[config.mk]
export PLATFORM = sky130hd
export DESIGN_NAME = sdram_test_ctrl_flat
export DESIGN_NICKNAME = d
export VERILOG_FILES = /design/src/rtl/sdram_test_ctrl_pkg.sv /design/src/rtl/sdram_test_ctrl_if.sv /design/src/rtl/sdram_test_watchdog.sv /design/src/rtl/sdram_test_ctrl.sv /design/src/flat_wrapper.sv
export SDC_FILE = /design/constraint.sdc
export NUM_CORES = 1
export LEC_CHECK = 0
export CAP_MARGIN = 10
export CELL_PAD_IN_SITES_DETAIL_PLACEMENT = 1
export CELL_PAD_IN_SITES_GLOBAL_PLACEMENT = 2
export CORE_ASPECT_RATIO = 0.7
export CORE_UTILIZATION = 34
export CTS_CLUSTER_DIAMETER = 60
export DETAILED_ROUTE_END_ITERATION = 7
export GPL_ROUTABILITY_DRIVEN = 0
export PLACE_DENSITY_LB_ADDON = 0.1
export SYNTH_ARGS = -nofsm -noshare
export SYNTH_HDL_FRONTEND = slang
export SYNTH_SLANG_ARGS = --single-unit
export TNS_END_PERCENT = 50
[constraint.sdc]
create_clock -name clk -period 5 [get_ports clk]
set_input_delay 1 -clock clk [delete_from_list [all_inputs] [get_ports clk]]
set_output_delay 1 -clock clk [all_outputs]
set_load 0.05 [all_outputs]
[src/rtl/sdram_test_ctrl_pkg.sv]
// Shared definitions for the SDRAM exerciser: FSM state encoding,
// key and LED bit positions, error counter width.
package sdram_test_ctrl_pkg;

    typedef enum logic [2:0] {
        ST_IDLE = 3'd0,
        ST_WREQ = 3'd1,
        ST_RREQ = 3'd2,
        ST_RDAT = 3'd3,
        ST_TXB  = 3'd4,
        ST_TXG  = 3'd5,
        ST_RPT  = 3'd6
    } state_t;

    // key_vld bit positions
    localparam int unsigned KEY_WR  = 0;
    localparam int unsigned KEY_RD  = 1;
    localparam int unsigned KEY_VFY = 2;
    localparam int unsigned KEY_CLR = 3;

    // led bit positions
    localparam int unsigned LED_BUSY = 0;
    localparam int unsigned LED_PASS = 1;
    localparam int unsigned LED_FAIL = 2;
    localparam int unsigned LED_TO   = 3;

    localparam int unsigned ERR_W = 8;

    // States in which the watchdog accumulates
    function automatic logic is_wait_state(input state_t s);
        return (s == ST_WREQ) || (s == ST_RREQ) || (s == ST_RDAT) || (s == ST_TXB);
    endfunction

endpackage

[src/rtl/sdram_test_ctrl_if.sv]
// Bus bundle between the exerciser, the sdram_intf request port and UART TX.
//   master: exerciser side (drives requests, address/data, UART byte)
//   slave : sdram_intf + UART side (drives acks, read data, rdy)
interface sdram_test_ctrl_if #(
    parameter int unsigned DW = 16,
    parameter int unsigned AW = 13,
    parameter int unsigned BW = 2
);
    logic          wr_req;
    logic          rd_req;
    logic          wr_ack;
    logic          rd_ack;
    logic [BW-1:0] bank;
    logic [AW-1:0] addr;
    logic [DW-1:0] wdata;
    logic [DW-1:0] sd_data;
    logic          sd_data_vld;
    logic [7:0]    dout;
    logic          dout_vld;
    logic          rdy;

    modport master (
        output wr_req, rd_req, bank, addr, wdata, dout, dout_vld,
        input  wr_ack, rd_ack, sd_data, sd_data_vld, rdy
    );

    modport slave (
        input  wr_req, rd_req, bank, addr, wdata, dout, dout_vld,
        output wr_ack, rd_ack, sd_data, sd_data_vld, rdy
    );
endinterface

[src/rtl/sdram_test_watchdog.sv]
// Wait-state watchdog: counts enabled cycles, cleared by the owner on any
// state change or accepted request; flags when TO_CYC cycles have elapsed.
//   clk, rst_n : clock, synchronous active-low reset
//   clr        : restart the count
//   en         : count this cycle
//   timeout_c  : combinational, high in the TO_CYC-th enabled cycle
module sdram_test_watchdog
    import sdram_test_ctrl_pkg::*;
#(
    parameter int unsigned TO_CYC = 1000
) (
    input  logic clk,
    input  logic rst_n,
    input  logic clr,
    input  logic en,
    output logic timeout_c
);
    localparam int unsigned CW = $clog2(TO_CYC + 1);

    logic [CW-1:0] cnt;

    assign timeout_c = en && (cnt == CW'(TO_CYC - 1));

    // Cycle counter
    always_ff @(posedge clk) begin
        if (!rst_n) begin
            cnt <= '0;
        end else if (clr) begin
            cnt <= '0;
        end else if (en && !timeout_c) begin
            cnt <= cnt + CW'(1);
        end
    end

endmodule

[src/rtl/sdram_test_ctrl.sv]
// SDRAM exerciser: on key pulses writes a WORDS-long pattern, reads it back
// and dumps it MSB-first over UART, or verifies it and reports an error count.
//   clk, rst_n : clock, synchronous active-low reset
//   key_vld    : [0] write, [1] read+dump, [2] verify, [3] clear status
//   led        : [0] busy, [1] pass, [2] fail, [3] timeout
//   bus        : sdram_intf request/data port and UART TX byte port
module sdram_test_ctrl
    import sdram_test_ctrl_pkg::*;
#(
    parameter int unsigned    DW        = 16,
    parameter int unsigned    AW        = 13,
    parameter int unsigned    BW        = 2,
    parameter int unsigned    WORDS     = 8,
    parameter logic [AW-1:0]  BASE_ADDR = '0,
    parameter logic [BW-1:0]  BANK      = '0,
    parameter logic [DW-1:0]  PAT_BASE  = DW'('hA500),
    parameter int unsigned    TO_CYC    = 1000
) (
    input  logic              clk,
    input  logic              rst_n,
    input  logic [3:0]        key_vld,
    output logic [3:0]        led,
    sdram_test_ctrl_if.master bus
);
    localparam int unsigned NB  = DW / 8;
    localparam int unsigned BIW = (NB > 1) ? $clog2(NB) : 1;
    localparam int unsigned IW  = $clog2(WORDS + 1);

    state_t             state, state_nxt, take_state;
    logic [IW-1:0]      idx, idx_nxt;
    logic [ERR_W-1:0]   errs, errs_nxt;
    logic               verify, verify_nxt;
    logic [BIW-1:0]     byte_idx, byte_idx_nxt;
    logic [DW-1:0]      cap, cap_nxt;
    logic [3:0]         led_q, led_nxt;
    logic               wr_req_q, wr_req_nxt;
    logic               rd_req_q, rd_req_nxt;
    logic [AW-1:0]      addr_q, addr_nxt;
    logic [DW-1:0]      wdata_q, wdata_nxt;
    logic [BW-1:0]      bank_q, bank_nxt;
    logic [7:0]         dout_q, dout_nxt;
    logic               dout_vld_q, dout_vld_nxt;

    logic               last, wr_hit, rd_hit, take, timeout_c;
    logic               wd_en, wd_clr, start;

    assign last   = (idx == IW'(WORDS - 1));
    // An ack only counts while our own request is up
    assign wr_hit = bus.wr_ack && wr_req_q;
    assign rd_hit = bus.rd_ack && rd_req_q;
    // Read word arrives in RDAT, or together with the accepting ack
    assign take   = !timeout_c && bus.sd_data_vld &&
                    ((state == ST_RDAT) || ((state == ST_RREQ) && rd_hit));
    assign take_state = !verify ? ST_TXB : (last ? ST_RPT : ST_RREQ);
    assign start  = key_vld[KEY_WR] || key_vld[KEY_RD] || key_vld[KEY_VFY];

    assign wd_en  = is_wait_state(state);
    assign wd_clr = (state_nxt != state) || wr_hit || rd_hit;

    sdram_test_watchdog #(.TO_CYC(TO_CYC)) u_wd (
        .clk       (clk),
        .rst_n     (rst_n),
        .clr       (wd_clr),
        .en        (wd_en),
        .timeout_c (timeout_c)
    );

    // State register
    always_ff @(posedge clk) begin
        if (!rst_n) begin
            state <= ST_IDLE;
        end else begin
            state <= state_nxt;
        end
    end

    // Next-state logic
    always_comb begin
        state_nxt = state;
        if (timeout_c) begin
            state_nxt = ST_IDLE;
        end else begin
            case (state)
                ST_IDLE: begin
                    if (key_vld[KEY_CLR])     state_nxt = ST_IDLE;
                    else if (key_vld[KEY_WR]) state_nxt = ST_WREQ;
                    else if (start)           state_nxt = ST_RREQ;
                end
                ST_WREQ: if (wr_hit && last) state_nxt = ST_IDLE;
                ST_RREQ: if (rd_hit) state_nxt = bus.sd_data_vld ? take_state : ST_RDAT;
                ST_RDAT: if (bus.sd_data_vld) state_nxt = take_state;
                ST_TXB:  if (bus.rdy) state_nxt = ST_TXG;
                ST_TXG: begin
                    if (byte_idx != '0) state_nxt = ST_TXB;
                    else if (!last)     state_nxt = ST_RREQ;
                    else                state_nxt = ST_IDLE;
                end
                ST_RPT:  if (bus.rdy) state_nxt = ST_IDLE;
                default: state_nxt = ST_IDLE;
            endcase
        end
    end

    // Output / datapath next values (registered below)
    always_comb begin
        idx_nxt      = idx;
        errs_nxt     = errs;
        verify_nxt   = verify;
        byte_idx_nxt = byte_idx;
        cap_nxt      = cap;
        led_nxt      = led_q;
        dout_nxt     = dout_q;
        dout_vld_nxt = 1'b0;
        addr_nxt     = addr_q;
        wdata_nxt    = wdata_q;
        bank_nxt     = bank_q;

        if (timeout_c) begin
            led_nxt[LED_TO] = 1'b1;
        end else begin
            case (state)
                ST_IDLE: begin
                    if (key_vld[KEY_CLR]) begin
                        led_nxt[3:1] = 3'b000;
                    end else if (start) begin
                        led_nxt[3:1] = 3'b000;
                        idx_nxt      = '0;
                        errs_nxt     = '0;
                        verify_nxt   = !key_vld[KEY_WR] && !key_vld[KEY_RD];
                    end
                end
                ST_WREQ: begin
                    if (wr_hit) begin
                        idx_nxt = idx + IW'(1);
                        if (last) led_nxt[LED_PASS] = 1'b1;
                    end
                end
                ST_RREQ, ST_RDAT: begin
                    if (take) begin
                        if (verify) begin
                            if ((bus.sd_data != PAT_BASE + DW'(idx)) && (errs != '1))
                                errs_nxt = errs + ERR_W'(1);
                            if (!last) idx_nxt = idx + IW'(1);
                        end else begin
                            cap_nxt      = bus.sd_data;
                            byte_idx_nxt = BIW'(NB - 1);
                        end
                    end
                end
                ST_TXB: begin
                    if (bus.rdy) begin
                        dout_nxt     = 8'(cap >> {byte_idx, 3'b000});
                        dout_vld_nxt = 1'b1;
                    end
                end
                ST_TXG: begin
                    if (byte_idx != '0)  byte_idx_nxt = byte_idx - BIW'(1);
                    else if (!last)      idx_nxt = idx + IW'(1);
                    else                 led_nxt[LED_PASS] = 1'b1;
                end
                ST_RPT: begin
                    if (bus.rdy) begin
                        dout_nxt     = errs;
                        dout_vld_nxt = 1'b1;
                        if (errs == '0) led_nxt[LED_PASS] = 1'b1;
                        else            led_nxt[LED_FAIL] = 1'b1;
                    end
                end
                default: ;
            endcase
        end

        led_nxt[LED_BUSY] = (state_nxt != ST_IDLE);

        // Request drops for one cycle after every accepted ack
        wr_req_nxt = (state_nxt == ST_WREQ) && !wr_hit;
        rd_req_nxt = (state_nxt == ST_RREQ) && !rd_hit;

        if ((state_nxt == ST_WREQ) || (state_nxt == ST_RREQ)) begin
            addr_nxt = BASE_ADDR + AW'(idx_nxt);
            bank_nxt = BANK;
        end
        if (state_nxt == ST_WREQ) begin
            wdata_nxt = PAT_BASE + DW'(idx_nxt);
        end
    end

    // Output and datapath registers
    always_ff @(posedge clk) begin
        if (!rst_n) begin
            idx        <= '0;
            errs       <= '0;
            verify     <= 1'b0;
            byte_idx   <= '0;
            cap        <= '0;
            led_q      <= '0;
            wr_req_q   <= 1'b0;
            rd_req_q   <= 1'b0;
            addr_q     <= '0;
            wdata_q    <= '0;
            bank_q     <= '0;
            dout_q     <= '0;
            dout_vld_q <= 1'b0;
        end else begin
            idx        <= idx_nxt;
            errs       <= errs_nxt;
            verify     <= verify_nxt;
            byte_idx   <= byte_idx_nxt;
            cap        <= cap_nxt;
            led_q      <= led_nxt;
            wr_req_q   <= wr_req_nxt;
            rd_req_q   <= rd_req_nxt;
            addr_q     <= addr_nxt;
            wdata_q    <= wdata_nxt;
            bank_q     <= bank_nxt;
            dout_q     <= dout_nxt;
            dout_vld_q <= dout_vld_nxt;
        end
    end

    assign led          = led_q;
    assign bus.wr_req   = wr_req_q;
    assign bus.rd_req   = rd_req_q;
    assign bus.addr     = addr_q;
    assign bus.wdata    = wdata_q;
    assign bus.bank     = bank_q;
    assign bus.dout     = dout_q;
    assign bus.dout_vld = dout_vld_q;

endmodule
[src/flat_wrapper.sv]
// flat-port wrapper written by rule: the top's interface ports become plain ports
module sdram_test_ctrl_flat import sdram_test_ctrl_pkg::*;
#(
    parameter int unsigned    DW        = 16,
    parameter int unsigned    AW        = 13,
    parameter int unsigned    BW        = 2,
    parameter int unsigned    WORDS     = 8,
    parameter logic [AW-1:0]  BASE_ADDR = '0,
    parameter logic [BW-1:0]  BANK      = '0,
    parameter logic [DW-1:0]  PAT_BASE  = DW'('hA500),
    parameter int unsigned    TO_CYC    = 1000
)
  (clk, rst_n, key_vld, led, bus_wr_req, bus_rd_req, bus_bank, bus_addr, bus_wdata, bus_dout, bus_dout_vld, bus_wr_ack, bus_rd_ack, bus_sd_data, bus_sd_data_vld, bus_rdy);
  sdram_test_ctrl_if #(.DW(DW), .AW(AW), .BW(BW)) bus_i ();
  input  logic clk;
  input  logic rst_n;
  input  logic [3:0] key_vld;
  output logic [3:0] led;
  output wire logic [$bits(bus_i.wr_req)-1:0] bus_wr_req;
  output wire logic [$bits(bus_i.rd_req)-1:0] bus_rd_req;
  output wire logic [$bits(bus_i.bank)-1:0] bus_bank;
  output wire logic [$bits(bus_i.addr)-1:0] bus_addr;
  output wire logic [$bits(bus_i.wdata)-1:0] bus_wdata;
  output wire logic [$bits(bus_i.dout)-1:0] bus_dout;
  output wire logic [$bits(bus_i.dout_vld)-1:0] bus_dout_vld;
  input wire logic [$bits(bus_i.wr_ack)-1:0] bus_wr_ack;
  input wire logic [$bits(bus_i.rd_ack)-1:0] bus_rd_ack;
  input wire logic [$bits(bus_i.sd_data)-1:0] bus_sd_data;
  input wire logic [$bits(bus_i.sd_data_vld)-1:0] bus_sd_data_vld;
  input wire logic [$bits(bus_i.rdy)-1:0] bus_rdy;
  assign bus_wr_req = bus_i.wr_req;
  assign bus_rd_req = bus_i.rd_req;
  assign bus_bank = bus_i.bank;
  assign bus_addr = bus_i.addr;
  assign bus_wdata = bus_i.wdata;
  assign bus_dout = bus_i.dout;
  assign bus_dout_vld = bus_i.dout_vld;
  assign bus_i.wr_ack = bus_wr_ack;
  assign bus_i.rd_ack = bus_rd_ack;
  assign bus_i.sd_data = bus_sd_data;
  assign bus_i.sd_data_vld = bus_sd_data_vld;
  assign bus_i.rdy = bus_rdy;
  sdram_test_ctrl #(.DW(DW), .AW(AW), .BW(BW), .WORDS(WORDS), .BASE_ADDR(BASE_ADDR), .BANK(BANK), .PAT_BASE(PAT_BASE), .TO_CYC(TO_CYC)) u_core (.clk(clk), .rst_n(rst_n), .key_vld(key_vld), .led(led), .bus(bus_i));
endmodule
# Yosys cells after proc, flatten, opt, wreduce, memory -nomap -nowiden
# Cells that the tools add are included.
# totals
reg_bits,78
out_inout_bits,46
in_bits,26
word_cells,153
# classes
n_shift,1
n_mux,50
eq_ne,26
n_reduce_logical,48
bitwise,5
n_addsub,6
# op_table
cell,n
$mux 8,7
$mux 3,15
$add 16x4->16 const A,2
$mux 4,8
$pmux 8 s2,2
$pmux 3 s7,1
$ne 16x16->1,1
$pmux 4 s4,1
$reduce_and 4->1,4
$shr 16x4->8,1
$reduce_and 7->1,2
$logic_and 1x1->1,12
$ne 2x1->1 const B,6
$ne 2x2->1 const B,6
$mux 1,11
$add 10x1->10 const B,1
$eq 10x10->1 const B,1
$reduce_bool 2->1,5
$eq 3x2->1 const B,3
$eq 3x3->1 const B,3
$logic_or 1x1->1,9
$add 8x1->8 const B,1
$logic_not 8->1,1
$ne 8x8->1 const B,1
18 further kinds,32

# Longest topological paths before layout
# Gate-level depths: netlist (run 1).
# logic_depth
ltp_word,12
mapped_depth,9
ltp_nobuf,7

# Cells and area by module
# A second synthesis (run 1) with hierarchy kept.
# hier_totals
hier_cells,443
area_unflattened_um2,3728.6
# modules_own_cells
mod,cells_per_inst,area_per_inst_um2,seq_area_each_um2,n_inst
sdram_test_ctrl,378,3153.0,1141.1,1
sdram_test_watchdog,65,575.6,200.2,1

# Worst setup path before layout (run 1)
# Ideal clock, no wire load.
# synth_path
kind,in2reg
from,input port key_vld[1]
to,register u_core.u_wd.cnt[4]
setup_slack_ps,2436
required_ps,4908
arrival_time_ps,2472
path_buffers,1
path_stages,7
setup_ps,92
cell_sequence,or3_1 o21ai_2 o221a_2 nor3_1 nand4bb_1 buf_2 nor4_1
# synth_via
elab_chain_len,11
# synth_lines
item,line,rtl
start: declaration,flat_wrapper.sv:17,input logic [3:0] key_vld;
$logic_or 1x1->1 (2 in series),sdram_test_ctrl.sv:55,assign start = key_vld[KEY_WR] || key_vld[KEY_RD] || key_vld[KEY_VFY];
$mux 3,sdram_test_ctrl.sv:87,else if (start) state_nxt = ST_RREQ;
$mux 3,sdram_test_ctrl.sv:86,else if (key_vld[KEY_WR]) state_nxt = ST_WREQ;
$mux 3,sdram_test_ctrl.sv:85,if (key_vld[KEY_CLR]) state_nxt = ST_IDLE;
$pmux 3 s7,sdram_test_ctrl.sv:83,case (state)
$mux 3,sdram_test_ctrl.sv:80,if (timeout_c) begin
$ne 3x3->1,sdram_test_ctrl.sv:58,assign wd_clr = (state_nxt != state) || wr_hit || rd_hit;
$logic_or 1x1->1 (2 in series),sdram_test_ctrl.sv:58,
$reduce_or 2->1 (no line),--,
end signal: assignment,sdram_test_watchdog.sv:31,cnt <= cnt + CW'(1);
end: declaration,sdram_test_watchdog.sv:20,logic [CW-1:0] cnt;
# Every way passes these cells.
# A chain may end at the register's enable or synchronous reset.

# Worst setup path in the final report (run 1)
# layout_path
from,input port key_vld[0]
to,register u_core.u_wd.cnt[4]
# layout_via
elab_chain_len,11
# layout_lines
item,line
$logic_or 1x1->1 (2 in series),sdram_test_ctrl.sv:55
$mux 3,sdram_test_ctrl.sv:87
$mux 3 *,sdram_test_ctrl.sv:86
$mux 3 *,sdram_test_ctrl.sv:85
$pmux 3 s7 *,sdram_test_ctrl.sv:83
$mux 3 *,sdram_test_ctrl.sv:80
$ne 3x3->1 *,sdram_test_ctrl.sv:58
$logic_or 1x1->1 * (2 in series),sdram_test_ctrl.sv:58
$reduce_or 2->1 (no line) *,--
# Every way passes the cells marked *; elsewhere a longest branch is shown, timed or not.

==> out/results.tsv, run 1 <==
metric	value	unit
status	finished, violations left	
violations	design-rule violations	
post_cts_resize_count	0	
start_kind	input port	
relSlewSlack	26.8	%
hold_viol	0	
clk_pin_slew	50	ps
hpwlAfterDp	7.29	mm
critPathMaxFanout	10	
cellLeakagePower	1.53	nW
critical_path.max_stage_delay	620	ps
drive_above_1_share	8.91	%
vias	3106	
power_frac_seq	36.0	%
mostFrequentLayoutCell	dfxtp_1	
drt_iter0_markers	97	
synth_cell_types	71	
synth_edf_count	0	
p_int	1.12	mW
synthesis.area	3640	um^2
tns	0	ps
grt_max_degree	28	
io_buffers	52	
ys_async_sr_fraction	0	%
clk_latency	330	ps
overflow	0	
cp-end-kind	register	
crit_slowest_cell	nand4bb_1	
core_area	10400	um^2
final_cell_mix	dfxtp_1, clkdlybuf4s50_1, nand2_1, nor2_1, a21oi_1	
cp.arrival	3670	ps
rsz0062_at_grt	no	
layout_min_cycle_time	3450	ps
post_cts_buffers	0	
synth_cells	406	
wl_per_cell	17.1	um
die_h	88.6	um
worst_pin_slew	1100	ps
cts.sinks	67	
ir_drop	0.000202	V
postRouteAntennaNets	0	
cts_inserted_buffers	9	
critPathKind	input port to register	
dr.pass1.iters	6	
pwr-share-comb	24.9	%
final_max_slew_viol_count	0	
skew	5.05	ps
tritoncts	done	
dp_cells	567	
synth_seq_cells	67	
wl	9.93	mm
start_util	35.1	%
stdcell_count	581	
seq_area_frac_synth	36.9	%
setup_viol	0	
avgViaCountPerCell	5.35	
core.rowCount	31	
drv_cap	0	
swShare	32.5	%
clockBufferDepth	2	
grt_use_total	18.8	%
finalCritPeriodShare	68.9	%
p_clk_share	39.1	%
fmax	0.290	GHz
n_antenna_cell	0	
syn_to_final_growth	21.5	%
antenna_found_initial	0	
final_net_count	476	
hold_path_class	register to register	
syn_avg_cell_area	8.96	um^2
pin_count	72	
grt_pass1_wl	16.0	mm
ctsHoldBuffers	0	
crit_chain	clkdlybuf4s50_1 > or3_1 > o21ai_2 > o221a_2 > nor3_1 > nand4bb_1 > nor4_1	
cts_root_buffer	clkbuf_16	
ys_warn_count	0	
drc_errors	1	
required	5220	ps
ctsHtreeMaxLevel	3	
powerDensity	374	nW/um^2
dieWidth	126	um
grt_pass1_vias	2991	
dieArea	11100	um^2
synthFlopType	dfxtp_1	
final_util	42.7	%
power.switching	537	uW
==> critical path: cells and delay by family <==
kind	cells	cell delay [ps]
buffers and inverters	1	500
and+or+nand+nor	4	1540
AOI/OAI and AO/OA	2	620
==> flip-flops by register name (all words and copies together), names as in the netlist, 3 cells and up <==
name,cells
u_core.idx,4
u_core.led,4
u_core.bus.dout,8
u_core.state,3
u_core.bus.wdata,5
u_core.errs,8
u_core.cap,16
u_core.u_wd.cnt,10
u_core.bus.addr,4
==> final timing paths <==
kind | from | endpoint | slack (ps) | depth (start not counted)
max | key_vld[0] | u_core.u_wd.cnt[4]$_SDFFE_PP0P_ | 1550 | 7
min reg2reg | u_core.led[2]$_SDFFE_PN0P_ | u_core.led[2]$_SDFFE_PN0P_ | 460 | 2
min | u_core.led[2]$_SDFFE_PN0P_ | u_core.led[2]$_SDFFE_PN0P_ | 460 | 2
max reg2reg | u_core.state[1]$_SDFF_PN0_ | u_core.u_wd.cnt[4]$_SDFFE_PP0P_ | 2140 | 6
==> logic make-up (layout without fill, tap and decap cells) <==
kind of cell               after synthesis  after routing  share of synthesized area (%)
other                                    1             19                          0.103
adders and majority gates                4              4                           1.38
buffers and inverters                   46             71                           8.12
xor gates and xnor gates                15             15                           3.61
DFF                                     67             67                           36.9
muxes                                   26             26                           7.19
and+or+nand+nor                        157            157                           24.7
AOI/OAI and AO/OA                       90             90                           18.1
==> routing by layer <==
layer	track usage (%)	part of all wire (%)	up-vias
met3	5.56	4.5	11
met4	6.98	1.3	0
met5	0	0	-
met1	26.4	53	1510
li1	-	-	1529
met2	27.2	41	56
==> power groups by stage <==
stage	Combinational, mW	Sequential (mW)	Clock (mW)
2_1_floorplan	0.263	0.655	0
3_3_place_gp	0.408	0.606	0
3_5_place_dp	0.410	0.605	0
4_1_cts	0.412	0.595	0.666
5_1_grt	0.440	0.600	0.690
6_report	0.411	0.595	0.646
==> cell usage after synthesis (all sizes together) (9+ instances only) <==
| master | instances | area, um^2 |
|---|---|---|
| nand2 | 45 | 171 |
| xor2 | 10 | 87.6 |
| nor3 | 9 | 45.0 |
| mux2i | 25 | 250 |
| o211ai | 11 | 82.6 |
| nor2 | 32 | 123 |
| nor4 | 13 | 138 |
| dfxtp | 67 | 1340 |
| o21ai | 15 | 93.8 |
| nand3 | 11 | 55.1 |
| a21oi | 28 | 140 |
| buf | 34 | 250 |
==> per-stage QoR <==
step / area [um^2] / setup WS (ps) / hold slack [ps] / total power [mW]
2_1_floorplan: 3710 / 2440 / 460 / 0.919
3_3_place_gp: 4120 / 1330 / 445 / 1.01
3_5_place_dp: 4120 / 1240 / 448 / 1.02
4_1_cts: 4420 / 1580 / 456 / 1.67
5_1_grt: 4420 / 1320 / 460 / 1.73
6_report: 4420 / 1550 / 455 / 1.65
==> area by class of cell <==
| type | count | area [um^2] |
|---|---|---|
| Fill cell | 1185 | 5940 |
| Multi-Input combinational cell | 311 | 2070 |
| Clock inverter | 2 | 35.0 |
| Timing Repair Buffer | 53 | 528 |
| Sequential cell | 67 | 1340 |
| Clock buffer | 12 | 267 |
| Inverter | 4 | 15.0 |
| Tap cell | 132 | 165 |
(Power assumes the default switching activity.)
==> inputs of run 2 (changes only) <==
Settings changed: CORE_UTILIZATION 34 to 31.
Clock period 5 ns to 3.27 ns, I/O delays scaled along.
==> out/results.tsv, run 2 (same netlist as run 1, synthesis figures left out) <==
metric	value	unit	change
power.switching	840	uW	was 537 uW
ctsHtreeMaxLevel	3		unchanged
critPathKind	input port to register		unchanged
postRouteAntennaNets	0		unchanged
tritoncts	done		unchanged
fmax	0.388	GHz	
grt_pass1_wl	17.5	mm	was 16.0 mm
cts_root_buffer	clkbuf_16		unchanged
final_max_slew_viol_count	0		unchanged
placed_area	4210	um^2	was 4120 um^2
die_h	92.6	um	was 88.6 um
grt_pass1_vias	3193		was 2991
reg2reg_from	u_core.u_wd.cnt[0]$_SDFFE_PP0P_		was u_core.state[1]$_SDFF_PN0_
skew	10.6	ps	was 5.05 ps
pin_count	72		unchanged
rrSetupSlack	750	ps	was 2140 ps
stdcell_count	612		was 581
required	3500	ps	was 5220 ps
hold_path_class	register to register		unchanged
swShare	34.6	%	was 32.5%
layout_min_cycle_time	2580	ps	
grt_use_total	18.4	%	was 18.8%
final_cell_mix	dfxtp_1, clkdlybuf4s50_1, nand2_1, nor2_1, a21oi_1		unchanged
hpwlAfterDp	7.79	mm	was 7.29 mm
p_int	1.59	mW	was 1.12 mW
io_buffers	52		unchanged
route.met3.wl	377	um	was 450 um
setup_viol	0		unchanged
wl_per_cell	17.1	um	about the same
antenna_found_initial	0		unchanged
p_clk_share	35.9	%	was 39.1%
post_cts_buffers	0		unchanged
avgViaCountPerCell	5.10		was 5.35
cp.arrival	2810	ps	was 3670 ps
overflow	0		unchanged
n_antenna_cell	0		unchanged
wl	10.4	mm	was 9.93 mm
met1_length	5.53	mm	was 5.31 mm
crit_chain	clkdlybuf4s50_1 > or3_1 > o21ai_2 > o221a_2 > nor3_1 > nand4bb_1 > buf_4 > nor4_2		was clkdlybuf4s50_1 > or3_1 > o21ai_2 > o221a_2 > nor3_1 > nand4bb_1 > nor4_1
clockBufferDepth	2		unchanged
r2r_end	u_core.u_wd.cnt[7]$_SDFFE_PP0P_		was u_core.u_wd.cnt[4]$_SDFFE_PP0P_
ir_drop	0.000305	V	was 0.000202 V
status	completed		was finished, violations left
route.met2.wl	4.40	mm	was 4.04 mm
cp-end-kind	register		unchanged
mostFrequentLayoutCell	dfxtp_1		unchanged
critPathMaxFanout	10		unchanged
finalCritPeriodShare	78.9	%	
startpoint	key_vld[0]		unchanged
holdPathStages	2		unchanged
core_area	11200	um^2	was 10400 um^2
start_kind	input port		unchanged
power_frac_seq	37.4	%	was 36.0%
relSlewSlack	56.3	%	was 26.8%
tns	0	ps	unchanged
critPathTopFamily	simple AND/OR/NAND/NOR gates		unchanged
powerDensity	543	nW/um^2	was 374 nW/um^2
crit_slowest_cell	clkdlybuf4s50_1		was nand4bb_1
pwr-share-comb	26.8	%	was 24.9%
cellLeakagePower	1.55	nW	was 1.53 nW
vias	3124		was 3106
ctsHoldBuffers	0		unchanged
grt_max_degree	40		was 28
cp.depth	8		was 7
clk_latency	330	ps	about the same
rsz0062_at_grt	no		unchanged
reg2reg_depth	8		was 6
start_util	32.5	%	was 35.1%
largest_reg_flops	16		unchanged
hp-start	u_core.bus.dout[4]$_SDFFE_PN0P_		was u_core.led[2]$_SDFFE_PN0P_
fin_area	4480	um^2	was 4420 um^2
routed.top_layer	met4		unchanged
worst_pin_slew	655	ps	was 1100 ps
dieArea	12200	um^2	was 11100 um^2
hold_viol	0		unchanged
drive_above_1_share	10.7	%	was 8.91%
min_to	u_core.bus.dout[4]$_SDFFE_PN0P_		was u_core.led[2]$_SDFFE_PN0P_
cts.sinks	67		unchanged
syn_to_final_growth	23.0	%	was 21.5%
dr.pass1.iters	4		was 6
post_cts_resize_count	0		unchanged
top_register	u_core.cap		unchanged
final_net_count	484		was 476
path_buf_inv	2		was 1
largestRegisters	u_core.cap x16, u_core.u_wd.cnt x10		unchanged
drv_cap	0		unchanged
dp_cells	596		was 567
drt_iter0_markers	177		was 97
nFillCells	1319		was 1185
dieWidth	131	um	was 126 um
cts_inserted_buffers	9		unchanged
critical_path.max_stage_delay	520	ps	was 620 ps
drc_errors	0		was 1
core.rowCount	32		was 31
clk_pin_slew	60	ps	was 50 ps
[run 2: changes by cell type in the layout (fill, tap and decap cells not counted), sizes merged]
cell      before  now
clkbuf        12   10
clkinv         2    5
clkinvlp       0    2
bufinv         1    0
buf            1    9
[run 2: layer usage]
| metal | global-route usage [%] | vias to the layer above |
|---|---|---|
| met1 | 26.2 | 1501 |
| li1 | - | 1547 |
| met4 | 6.59 | 0 |
| met2 | 26.9 | 67 |
| met5 | 0 | - |
| met3 | 4.11 | 9 |
[run 2: worst register-to-register path, stage by stage, from the launching register on]
cell and delay, ps:
dfxtp_1 370, ha_1 210, and3b_1 240, and3b_1 450, nand2_1 270, a31o_1 280
a221oi_4 250, buf_4 250, nor4_1 80
[run 2: how the worst max path moves through the flow]
stage | endpoint | slack (ps)
4_1_cts | u_core.errs[4]$_SDFFE_PN0P_ | 660
2_1_floorplan | u_core.u_wd.cnt[4]$_SDFFE_PP0P_ | 1050
6_report | u_core.u_wd.cnt[0]$_SDFFE_PP0P_ | 690
5_1_grt | u_core.errs[3]$_SDFFE_PN0P_ | 450
3_5_place_dp | u_core.errs[7]$_SDFFE_PN0P_ | 380
3_3_place_gp | u_core.u_wd.cnt[4]$_SDFFE_PP0P_ | 410
[run 2: power groups by stage]
stage,Combinational (mW),Clock [mW],Sequential [mW]
finish,0.650,0.872,0.908
global route,0.700,0.937,0.915
CTS,0.654,0.907,0.909
detailed placement,0.650,0,0.925
global placement,0.646,0,0.925
floorplan,0.402,0,1.00
[run 2: cell type report]
class | count | area (um^2) | area share (%)
inverters | 4 | 15.0 | 0.335
multi-input cells | 311 | 2070 | 46.2
repair buffers | 61 | 588 | 13.1
clock buffers | 10 | 229 | 5.11
flip-flops and latches | 67 | 1340 | 30.0
clock inverters | 6 | 42.5 | 0.950
well taps | 153 | 191 | 4.28
[run 2: per-stage QoR]
stage	setup slack, ps	total power [mW]	util (%)	hold WS, ps
floorplan	1050	1.40	-	460
global route	452	2.55	39.9	491
global placement	406	1.57	37.5	447
CTS	659	2.47	39.9	465
finish	690	2.43	39.9	461
detailed placement	382	1.58	37.5	455
==> inputs of run 3 (changes only) <==
Settings changed: CORE_UTILIZATION 31 to 28.
Clock period 3.27 ns to 2.1 ns, I/O delays scaled along.
==> out/results.tsv, run 3 (same netlist as run 1, synthesis figures left out) <==
metric	value	unit	change
status	finished, violations left		was completed
violations	design-rule violations, negative setup slack		
clk_pin_slew	60	ps	about the same
grt_pass1_vias	3503		was 3193
dieArea	13500	um^2	was 12200 um^2
fin_hold_ws	374	ps	was 461 ps
drive_above_1_share	35.3	%	was 10.7%
wl	12.2	mm	was 10.4 mm
n_antenna_cell	0		unchanged
met1_usage	26.0	%	was 26.2%
met2_usage	26.2	%	was 26.9%
rrSetupSlack	-6	ps	was 750 ps
critPathKind	register to register		was input port to register
crit_slowest_cell	dfxtp_4		was clkdlybuf4s50_1
powerDensity	767	nW/um^2	was 543 nW/um^2
final_cell_mix	buf_4, dfxtp_1, nand2_1, clkdlybuf4s50_1, nor2_1		was dfxtp_1, clkdlybuf4s50_1, nand2_1, nor2_1, a21oi_1
use_met3	4.14	%	was 4.11%
hold_path_class	input port to register		was register to register
ctsHoldBuffers	0		unchanged
clk_latency	340	ps	was 330 ps
cp.arrival	2350	ps	was 2810 ps
hp-start	bus_sd_data[8]		was u_core.bus.dout[4]$_SDFFE_PN0P_
avgViaCountPerCell	4.91		was 5.10
overflow	0		unchanged
tritoncts	done		unchanged
grt_max_degree	43		was 40
finalCritPeriodShare	100	%	
vias	3507		was 3124
start_kind	register		was input port
mostFrequentLayoutCell	buf_4		was dfxtp_1
clockBufferDepth	2		unchanged
grt_pass1_wl	18.7	mm	was 17.5 mm
syn_to_final_growth	59.0	%	was 23.0%
reg2reg_from	u_core.state[1]$_SDFF_PN0_		was u_core.u_wd.cnt[0]$_SDFFE_PP0P_
dieWidth	138	um	was 131 um
tns	-6.09	ps	was 0 ps
drc_errors	8		was 0
pin_count	72		unchanged
reg2reg_depth	8		unchanged
drv_cap	0		unchanged
antenna_found_initial	0		unchanged
min_to	u_core.cap[8]$_SDFFE_PN0P_		was u_core.bus.dout[4]$_SDFFE_PN0P_
critical_path.max_stage_delay	380	ps	was 520 ps
postRouteAntennaNets	0		unchanged
r2r_end	u_core.u_wd.cnt[4]$_SDFFE_PP0P_		was u_core.u_wd.cnt[7]$_SDFFE_PP0P_
ir_drop	0.000492	V	was 0.000305 V
setup_viol	1		was 0
ctsHtreeMaxLevel	3		unchanged
hold_viol	0		unchanged
cp-end-kind	register		unchanged
core.rowCount	34		was 32
hpwlAfterDp	8.75	mm	was 7.79 mm
largest_reg_flops	16		unchanged
final_net_count	578		was 484
final_util	46.1	%	was 39.9%
wl_per_cell	17.1	um	about the same
final_max_slew_viol_count	0		unchanged
start_util	29.0	%	was 32.5%
relSlewSlack	65.6	%	was 56.3%
largestRegisters	u_core.cap x16, u_core.u_wd.cnt x10		unchanged
top_usage_layer	met2		unchanged
skew	7.85	ps	was 10.6 ps
cts.sinks	67		unchanged
cts_root_buffer	clkbuf_16		unchanged
core_area	12500	um^2	was 11200 um^2
layout_min_cycle_time	2110	ps	
io_buffers	52		unchanged
crit_chain	nor4_4 > buf_4 > a32oi_1 > o21a_1 > and2b_4 > o21a_4 > clkbuf_16 > nor4_2		was clkdlybuf4s50_1 > or3_1 > o21ai_2 > o221a_2 > nor3_1 > nand4bb_1 > buf_4 > nor4_2
cts_inserted_buffers	9		unchanged
top_register	u_core.cap		unchanged
holdPathStages	3		was 2
cellLeakagePower	2.23	nW	was 1.55 nW
dr.pass1.iters	6		was 4
startpoint	u_core.state[1]$_SDFF_PN0_		was key_vld[0]
grt_use_total	17.9	%	was 18.4%
rsz0062_at_grt	yes		was no
critPathMaxFanout	6		was 10
drt_iter0_markers	142		was 177
fmax	0.475	GHz	
required	2340	ps	was 3500 ps
worst_pin_slew	515	ps	was 655 ps
die_h	97.4	um	was 92.6 um
final.setup.worst_slack	-6.09	ps	was 690 ps
-- run 3: worst max path at each step --
stage | to | slack [ps] | depth (start not counted)
after CTS | u_core.u_wd.cnt[0]$_SDFFE_PP0P_ | -4 | 8
final | u_core.u_wd.cnt[4]$_SDFFE_PP0P_ | -6 | 8
after global routing | u_core.u_wd.cnt[4]$_SDFFE_PP0P_ | -100 | 8
after floorplan | u_core.u_wd.cnt[4]$_SDFFE_PP0P_ | 20 | 8
after global placement | u_core.errs[5]$_SDFFE_PN0P_ | -370 | 8
after detailed placement | u_core.bus.addr[2]$_SDFFE_PN0P_ | -430 | 8
-- run 3: power breakdown --
part	internal [mW]	switching, mW
Sequential	1.34	0.0694
Clock	0.908	0.574
Combinational	0.668	0.877
-- run 3: what timing repair did --
action / CTS / global route
setup buffers: 0 / 12
pin swaps: 9 / 27
resized for setup: 22 / 79
endpoints found under the setup margin: 32 / 38
cloned: 0 / 2
-- run 3: worst max-delay path, delay by kind of cell, from the launching register on --
kind | cells | cell delay [ps]
compound gates | 3 | 450
buf+inv | 2 | 350
flops | 1 | 380
simple gates | 3 | 840
-- run 3: cell type report --
cell class | count | area [um^2]
fill | 1397 | 6760
inverter | 4 | 15.0
clock buffer | 10 | 229
timing repair buffer | 155 | 1460
multi-input combinational | 311 | 2460
clock inverter | 5 | 55.1
sequential | 67 | 1360
tap | 162 | 203
-- run 3: per-layer routing --
metal / part of all wire [%] / wire [um]
met5: 0 / 0
met4: 0.93 / 114
met3: 2.8 / 340
met2: 44 / 5340
met1: 53 / 6450
-- run 3: per-stage QoR --
| step | setup slack [ps] | area [um^2] | power [mW] | instances |
|---|---|---|---|---|
| global placement | -371 | 4910 | 2.68 | 685 |
| detailed placement | -431 | 4910 | 2.70 | 685 |
| finish | -6.09 | 5790 | 4.44 | 714 |
| CTS | -4.42 | 5250 | 4.22 | 700 |
| floorplan | 18.2 | 3710 | 2.19 | 424 |
| global route | -99.9 | 5790 | 4.63 | 714 |
